### src/rtl/fnd_pkg.sv
// Shared constants for the FND scan controller: segment codes, time-bus field
// positions and the display page type.
package fnd_pkg;

  // Active-low {g,f,e,d,c,b,a}; the dp bit is added by the controller.
  localparam logic [6:0] SEG_0     = 7'h40;
  localparam logic [6:0] SEG_1     = 7'h79;
  localparam logic [6:0] SEG_2     = 7'h24;
  localparam logic [6:0] SEG_3     = 7'h30;
  localparam logic [6:0] SEG_4     = 7'h19;
  localparam logic [6:0] SEG_5     = 7'h12;
  localparam logic [6:0] SEG_6     = 7'h02;
  localparam logic [6:0] SEG_7     = 7'h78;
  localparam logic [6:0] SEG_8     = 7'h00;
  localparam logic [6:0] SEG_9     = 7'h10;
  localparam logic [6:0] SEG_DASH  = 7'h3F;
  localparam logic [6:0] SEG_BLANK = 7'h7F;

  localparam int HOUR_MSB = 23;
  localparam int HOUR_LSB = 19;
  localparam int MIN_MSB  = 18;
  localparam int MIN_LSB  = 13;
  localparam int SEC_MSB  = 12;
  localparam int SEC_LSB  = 7;
  localparam int MSEC_MSB = 6;
  localparam int MSEC_LSB = 0;

  typedef enum logic {
    PAGE_SEC_MSEC = 1'b0,
    PAGE_HOUR_MIN = 1'b1
  } page_e;

  function automatic logic [3:0] tens_of(input logic [6:0] v);
    return 4'(v / 7'd10);
  endfunction

  function automatic logic [3:0] ones_of(input logic [6:0] v);
    return 4'(v % 7'd10);
  endfunction

endpackage

### src/rtl/bcd_to_seg.sv
// Converts one decimal digit plus dash/blank flags into active-low 7-segment data.
module bcd_to_seg
  import fnd_pkg::*;
(
  input  logic [3:0] value,
  input  logic       dash,
  input  logic       blank,
  output logic [6:0] seg
);

  always_comb begin
    seg = SEG_BLANK;
    if (blank) begin
      seg = SEG_BLANK;
    end else if (dash) begin
      seg = SEG_DASH;
    end else begin
      case (value)
        4'd0:    seg = SEG_0;
        4'd1:    seg = SEG_1;
        4'd2:    seg = SEG_2;
        4'd3:    seg = SEG_3;
        4'd4:    seg = SEG_4;
        4'd5:    seg = SEG_5;
        4'd6:    seg = SEG_6;
        4'd7:    seg = SEG_7;
        4'd8:    seg = SEG_8;
        4'd9:    seg = SEG_9;
        default: seg = SEG_BLANK;
      endcase
    end
  end

endmodule

### src/rtl/fnd_scan_controller.sv
// Four-digit common-anode 7-segment scanner for the packed 24-bit time bus.
// Optional FND_LEADING_ZERO_BLANK_EN blanks the leftmost digit when its tens value is zero.
module fnd_scan_controller
  import fnd_pkg::*;
#(
  parameter int CLK_HZ  = 100_000_000,
  parameter int SCAN_HZ = 1000
) (
  input  logic        clk,
  input  logic        rst,
  input  logic [23:0] i_time,
  input  logic        sw0,
  output logic [3:0]  fnd_com,
  output logic [7:0]  fnd_data
);

  localparam int SCAN_DIV = CLK_HZ / SCAN_HZ;
  localparam int DIV_W    = $clog2(SCAN_DIV);

  logic [DIV_W-1:0] div_cnt;
  logic             scan_tick;
  logic             tick_d;
  logic [1:0]       digit_sel;
  logic [23:0]      snap_time;
  page_e            snap_page;

  logic [6:0] snap_hour, snap_min, snap_sec, snap_msec;
  logic [6:0] pair_val;
  logic       pair_dash;
  logic [3:0] digit_val;
  logic       digit_blank;
  logic       dp_on;
  logic [6:0] seg;

  assign scan_tick = (div_cnt == DIV_W'(SCAN_DIV - 1));

  // Input and page are captured only as the frame wraps back to digit 0, so a frame never mixes two times.
  always_ff @(posedge clk or negedge rst) begin
    if (!rst) begin
      div_cnt   <= '0;
      tick_d    <= 1'b0;
      digit_sel <= 2'd0;
      snap_time <= '0;
      snap_page <= PAGE_SEC_MSEC;
    end else begin
      div_cnt <= scan_tick ? '0 : div_cnt + 1'b1;
      tick_d  <= scan_tick;
      if (scan_tick) begin
        digit_sel <= digit_sel + 2'd1;
        if (digit_sel == 2'd3) begin
          snap_time <= i_time;
          snap_page <= page_e'(sw0);
        end
      end
    end
  end

  assign snap_hour = {2'b00, snap_time[HOUR_MSB:HOUR_LSB]};
  assign snap_min  = {1'b0,  snap_time[MIN_MSB:MIN_LSB]};
  assign snap_sec  = {1'b0,  snap_time[SEC_MSB:SEC_LSB]};
  assign snap_msec = snap_time[MSEC_MSB:MSEC_LSB];

  always_comb begin
    pair_val = snap_msec;
    case ({digit_sel[1], snap_page})
      {1'b0, PAGE_SEC_MSEC}: pair_val = snap_msec;
      {1'b0, PAGE_HOUR_MIN}: pair_val = snap_min;
      {1'b1, PAGE_SEC_MSEC}: pair_val = snap_sec;
      {1'b1, PAGE_HOUR_MIN}: pair_val = snap_hour;
      default:               pair_val = snap_msec;
    endcase
  end

  assign pair_dash = (pair_val > 7'd99);
  assign digit_val = digit_sel[0] ? tens_of(pair_val) : ones_of(pair_val);
  assign dp_on     = (digit_sel == 2'd2) && (snap_msec < 7'd50);

`ifdef FND_LEADING_ZERO_BLANK_EN
  assign digit_blank = (digit_sel == 2'd3) && (tens_of(pair_val) == 4'd0) && !pair_dash;
`else
  assign digit_blank = 1'b0;
`endif

  bcd_to_seg u_bcd_to_seg (
    .value (digit_val),
    .dash  (pair_dash),
    .blank (digit_blank),
    .seg   (seg)
  );

  // Outputs follow the tick by one cycle, so they see the already-advanced digit_sel.
  always_ff @(posedge clk or negedge rst) begin
    if (!rst) begin
      fnd_com  <= 4'b1111;
      fnd_data <= 8'hFF;
    end else if (tick_d) begin
      fnd_com  <= ~(4'b0001 << digit_sel);
      fnd_data <= {~dp_on, seg};
    end
  end

endmodule

### config.mk
export PLATFORM = sky130hd
export DESIGN_NAME = fnd_scan_controller
export DESIGN_NICKNAME = d
export VERILOG_FILES = /design/src/rtl/fnd_pkg.sv /design/src/rtl/bcd_to_seg.sv /design/src/rtl/fnd_scan_controller.sv
export SDC_FILE = /design/constraint.sdc
export NUM_CORES = 1
export LEC_CHECK = 0
export ABC_CLOCK_PERIOD_IN_PS = 5750
export CAP_MARGIN = 15
export CORE_ASPECT_RATIO = 1.75
export CORE_MARGIN = 2
export CORE_UTILIZATION = 51
export DETAILED_ROUTE_END_ITERATION = 12
export GPL_TIMING_DRIVEN = 1
export PLACE_DENSITY = 0.75
export SLEW_MARGIN = 0
export SYNTH_ARGS = -nofsm -noshare
export SYNTH_HDL_FRONTEND = slang
export SYNTH_SLANG_ARGS = --single-unit
### constraint.sdc
create_clock -name clk -period 5.75 [get_ports clk]
set_input_delay 0.575 -clock clk [delete_from_list [all_inputs] [get_ports clk]]
set_output_delay 0.575 -clock clk [all_outputs]
set_load 0.01 [all_outputs]
## Yosys cells after proc, flatten, opt, wreduce, memory -nomap -nowiden

Memory sizes are Yosys's and may differ from the RTL's.
Index checks and enable logic that the tools add are counted.

| word-level totals | value |
|---|---|
| flip-flop bits (word level) | 57 |
| memory bits (read-only) | 112 |
| output and inout bits | 12 |
| word-level logic and storage cells | 30 |
| memories kept | 1 |

| cells by class | value |
|---|---|
| add/sub/neg operators | 2 |
| div/mod/pow operators | 2 |
| magnitude comparators | 2 |
| equal/unequal tests | 6 |
| shifts and indexed selects | 1 |
| mux-type cells | 4 |
| bitwise operators | 2 |
| reduce and logical (&&, ||, !) cells | 3 |

Memories:

| name | words | bits a word | rd ports | clocked after memory_dff | wr ports | line | RTL |
|---|---|---|---|---|---|---|---|
| (no name shown) | 16 | 7 | 1 | 0 | 0 | bcd_to_seg.sv:18 | `case (value)` |

Operator list:

| kind | count |
|---|---|
| $pmux W7 S4 | 1 |
| $add A17 B1 Y17 const B | 1 |
| $eq A17 B17 Y1 const B | 1 |
| $mux W17 | 1 |
| $eq A2 B2 Y1 const B | 4 |
| $div A7 B4 Y7 const B | 1 |
| $gt A7 B7 Y1 const B | 1 |
| $lt A7 B6 Y1 const B | 1 |
| $mod A7 B4 Y7 const B | 1 |
| $mux W7 | 1 |
| $mux W4 | 1 |
| $not A4 Y4 | 1 |
| $shl A1 B2 Y4 const A | 1 |
| $add A2 B1 Y2 const B | 1 |
| $eq A2 B1 Y1 const B | 1 |
| $logic_not A2 Y1 | 1 |
| $reduce_and A2 Y1 | 1 |
| $logic_and A1 B1 Y1 | 1 |
| $not A1 Y1 | 1 |

## Longest topological paths before layout

An unclocked memory read counts as a cell.

| depth | value |
|---|---|
| depth after elaboration | 6 |
| depth in mapped cells | 29 |
| depth with buffers taken out | 26 |

## Hierarchy

Synthesis repeated with hierarchy kept, for this count alone.

| unflattened totals | value |
|---|---|
| cells, all modules | 303 |
| area total of the unflattened synthesis | 3283.1 um^2 |

Modules (own cells, without submodules):

| module | times used | cells an instance | area each (um^2) | sequential area each (um^2) |
|---|---|---|---|---|
| fnd_scan_controller | 1 | 273 | 3046.7 | 1441.4 |
| bcd_to_seg | 1 | 30 | 236.5 | 0.0 |

## Worst setup path after synthesis

No wires, ideal clock.

| timing | value |
|---|---|
| kind | register -> register |
| from | register digit_sel[1] |
| to | register fnd_data[4] |
| arrival | 5.254 ns |
| slack | 0.423 ns |
| stages on the path, launching flop included | 28 |
| buffers on the path | 2 |
| period minus slack after synthesis | 5.327 ns |
| cell sequence | dfrtp_1 -> buf_6 -> buf_2 -> mux2i_1 -> o21ai_0 -> inv_1 -> ha_1 -> nor2_1 -> or3_4 -> a211oi_1 -> o22ai_1 -> ha_1 -> inv_1 -> o41ai_1 -> or2_2 -> o21ai_0 -> and3_1 -> xnor2_1 -> inv_1 -> ha_1 -> a31oi_2 -> nor3_4 -> mux2i_1 -> mux2i_4 -> inv_1 -> ha_1 -> mux2_2 -> a21boi_1 |

| between the ends | value |
|---|---|
| word-level cells in the longest chain between the ends | 6 |
| elaborated cells between the ends (all ways) | 11 |
| classes of those cells | 2 x div; 1 x order compare; 3 x eq/ne; 3 x mux; 1 x reduce/logical; 1 x memory |

RTL lines:

| what | line | RTL |
|---|---|---|
| start: declaration | fnd_scan_controller.sv:23 | `logic [1:0] digit_sel;` |
| start signal: assignment | fnd_scan_controller.sv:49 | `digit_sel <= digit_sel + 2'd1;` |
| $eq A2 B2 Y1 (tied with other cells) | fnd_scan_controller.sv:65 | `case ({digit_sel[1], snap_page})` |
| $pmux W7 S4 (*) | fnd_scan_controller.sv:65 |  |
| $mod A7 B4 Y7 or $div A7 B4 Y7 (tied branches) | fnd_pkg.sv:38, fnd_pkg.sv:34 |  |
| $mux W4 | fnd_scan_controller.sv:75 | `assign digit_val = digit_sel[0] ? tens_of(pair_val) : ones_of(pair_val);` |
| $mem_v2 Z16 W7 | - |  |
| $mux W7 (*) | bcd_to_seg.sv:15 | `end else if (dash) begin` |
| end signal: assignment | fnd_scan_controller.sv:98 | `fnd_data <= {~dp_on, seg};` |
| end: declaration | fnd_scan_controller.sv:14 | `output logic [7:0] fnd_data` |

Mark *: on every way between the ends. The rest lies on a longest branch, timed or not.
A chain may end at the register's enable or synchronous reset.

## Worst setup path after layout

| timing | value |
|---|---|
| from | register digit_sel[1] |
| to | register fnd_data[1] |

The elaborated chain is that of the path after synthesis.

==> results.py <==
metrics = {
    "flow_run": {
        "maxCapViolCount": 0,
    },
    "synthesis": {
        "synth_fp_nets": 367,
        "seq_area_frac_synth_pct": 41.42,
        "synth_warnings": 0,
        "synth-edff-count": 0,
        "async_flop_share_pct": 100.0,
        "yosys.cell_types.count": 70,
        "avgSynthCellArea_um2": 10.74,
        "ys_ff_latch": 57,
        "synth_flop_cell": "dfrtp_1",
        "synthCells": 324,
        "syn-cell-area_mm2": 0.003480,
    },
    "timing": {
        "finalMaxSlewViolations": 0,
        "fin_crit_sh_pct": 93.24,
        "rsz0062_at_grt": "no",
        "tightest_slew_ns": 1.070,
        "hold_violations": 0,
        "fmax_mhz": 186.5,
        "slew_headroom_pct": 28.50,
        "min_period_ns": 5.361,
        "final.setup_skew_ns": 0.007620,
        "setup_tns_ns": 0,
        "setup_viol": 0,
    },
    "clocking": {
        "clock_sinks": 57,
        "clk_path_buf_depth": 2,
        "cts_tree": "yes",
        "clkLatencyLatePin_ns": 0.33,
        "cts_made_buffers": 9,
        "clkSlewWorstSetupHoldPaths_ns": 0.05,
        "root_buffer": "clkbuf_16",
        "h-tree-depth": 3,
    },
    "critical_path": {
        "path_class": "register to register",
        "cp-startpoint": "digit_sel[1]$_DFFE_PN0P_",
        "r2r_end": "fnd_data[1]$_DFFE_PN1P_",
        "cp.required_ns": 5.98,
        "reg2reg_slack_ns": 0.39,
        "end_kind": "register",
        "r2r_start": "digit_sel[1]$_DFFE_PN0P_",
        "crit_fanout": 13,
        "cp-start-kind": "register",
        "critPathArrivalTime_ns": 5.59,
        "reg2reg_depth": 26,
    },
    "layout": {
        "ff_latch_area_mm2": 0.001443,
        "diodes": 0,
        "fin_area_mm2": 0.004288,
        "drive_gt1_share_pct": 25.40,
        "multiInputGateArea_mm2": 0.001949,
        "num-fill-cells": 544,
        "syn2layout_area_growth_pct": 23.23,
        "fin_nets": 417,
    },
    "power_and_ir_drop": {
        "switching_share_pct": 27.87,
        "seq_power_share_pct": 37.0,
        "power_switching_uw": 315.1,
        "clkPwrFrac_pct": 41.9,
        "powerDensity_mw_per_mm2": 263.6,
        "combinationalPowerShare_pct": 21.1,
        "power_leakage_nw": 1.745,
        "peakVddDrop_v": 0.0002590,
        "p_int_uw": 815.4,
    },
    "global_routing": {
        "grt_pass1_vias": 2875,
        "grt-ovfl-total": 0,
        "grt_pass1_wl_mm": 13.71,
        "grt_max_degree": 58,
        "grt_usage_pct": 24.25,
        "antenna_found_initial": 0,
    },
    "detailed_routing": {
        "ant_nets": 0,
        "drt-initial-drc-count": 244,
        "vias": 2756,
        "drc": 0,
        "via_per_inst": 5.991,
        "wl_per_cell_um": 17.69,
        "dr.pass1.iters": 6,
        "drt-total-wl_mm": 8.136,
    },
    "floorplan": {
        "start_util_pct": 52.82,
        "core_mm2": 0.006588,
        "die_h_um": 113.3,
        "io_pins": 39,
        "die-area_mm2": 0.007526,
        "num_rows": 39,
        "die_w_um": 66.44,
    },
    "place": {
        "place_congestion": 0.9401,
        "place_hpwl_mm": 5.904,
        "portBuffers": 38,
        "place_area_mm2": 0.003980,
    },
    "worst_hold_path": {
        "hold_path.class": "input pin to async pin",
    },
    "run_status": {
        "status": "complete, no violations",
    },
}
logic make-up after synthesis:
kind of cell	count (synthesis)	synth area share, %
AOI/OAI and AO/OA	57	13.38
xor gates and xnor gates	16	4.027
adders and majority gates	16	5.753
buffers and inverters	29	3.452
DFF	57	41.42
muxes	48	16.40
and+or+nand+nor	101	15.57
layer usage:
metal / track usage [%] / vias up / routed length [µm]
met5: 0 / - / 0
met2: 42.80 / 91 / 4350
met3: 5.169 / 24 / 361
li1: - / 1297 / -
met1: 27.78 / 1344 / 3182
met4: 9.660 / 0 / 242
synth_stat cells, types with 3 or more instances:
cell type,number,area (µm²)
mux2i_1,12,120.1
mux2_2,32,360.4
o21ai_0,5,25.02
dfstp_2,12,315.3
nor2_1,32,120.1
o311ai_0,3,26.28
nor3_1,8,40.04
nand2_1,18,67.56
and3_1,3,18.77
o211ai_1,4,30.03
dfrtp_1,45,1126
ha_1,16,200.2
a41oi_1,3,26.28
nand4_1,5,31.28
a211oi_1,5,37.54
a21oi_1,7,35.03
clkbuf_1,4,15.01
mux4_2,3,67.56
buf_2,3,15.01
nand3_1,10,50.05
nor4_1,3,18.77
inv_1,19,71.32
xor2_1,9,78.83
xnor2_1,7,61.31
metrics by stage:
stage	power [mW]	utilization (%)	instances	setup slack (ns)	hold WS [ns]
2_1_floorplan	0.5810	-	324	0.4230	0.2794
3_3_place_gp	0.6487	60.42	444	0.3680	0.4583
3_5_place_dp	0.6519	60.42	444	0.1484	0.4631
4_1_cts	1.131	64.43	459	0.08860	0.4070
5_1_grt	1.177	65.09	460	0.04652	0.4598
6_report	1.130	65.09	460	0.3889	0.3802
layout make-up:
| cell class | instances | area share (%) |
|---|---|---|
| clock buffer | 12 | 5.748 |
| clock inverter | 3 | 0.4085 |
| inverter | 20 | 1.751 |
| multi-input combinational | 238 | 45.46 |
| sequential | 57 | 33.64 |
| tap | 82 | 2.393 |
| timing repair buffer | 48 | 10.59 |
sequential cells by signal (all words and copies together), names as in the netlist:
name / flops
snap_page: 1
tick_d: 1
snap_time: 24
div_cnt: 17
fnd_com: 4
digit_sel: 2
fnd_data: 8
cell usage in the layout, fill, tap and decap left out, types with 10 or more instances in the layout:
cell type	netlist	layout
clkdlybuf4s50_1	0	37
nor2_1	32	32
mux2i_1	12	12
nand2_1	18	18
inv_1	19	19
ha_1	16	16
nand3_1	10	10
mux2_2	32	32
dfrtp_1	45	44
dfstp_2	12	12
worst max path at each step:
stage                         endpoint  depth (start not counted)  slack, ns
4_1_cts        fnd_data[1]$_DFFE_PN1P_                         26       0.09
5_1_grt        fnd_data[1]$_DFFE_PN1P_                         26       0.05
3_3_place_gp   fnd_data[0]$_DFFE_PN1P_                         26       0.37
2_1_floorplan  fnd_data[4]$_DFFE_PN1P_                         27       0.42
6_report       fnd_data[1]$_DFFE_PN1P_                         26       0.39
3_5_place_dp   fnd_data[4]$_DFFE_PN1P_                         26       0.15
power groups by stage:
stage               Sequential, mW  Clock [mW]  Combinational [mW]
floorplan                    0.422           0               0.159
global placement             0.424           0               0.224
detailed placement           0.424           0               0.227
CTS                          0.418       0.484               0.229
global route                 0.419       0.500               0.258
finish                       0.419       0.473               0.238
worst max-delay path, cell delays in order, from the launching register on:
cell	delay, ns
dfrtp_2	0.45
buf_6	0.17
nand3b_1	0.19
o21ai_0	0.14
inv_1	0.12
ha_1	0.26
o21bai_1	0.22
and2_2	0.27
a21oi_1	0.08
o22ai_2	0.23
ha_1	0.24
inv_1	0.08
o41ai_2	0.37
or2_2	0.20
o211ai_1	0.11
and3_2	0.24
xnor2_1	0.15
inv_1	0.06
ha_1	0.20
a31oi_2	0.07
nor3_4	0.20
a21oi_1	0.11
a21oi_1	0.35
inv_1	0.12
ha_1	0.30
a21oi_1	0.06
a221oi_1	0.27
what timing repair did:
item                       in CTS  in global routing
setup buffers                   0                  1
setup endpoints to repair       0                  7
hold buffers                    0                  0
gates resized for setup         0                 10
hold endpoints to repair        0                  0
Note: power is estimated with default switching activity, not from simulation.
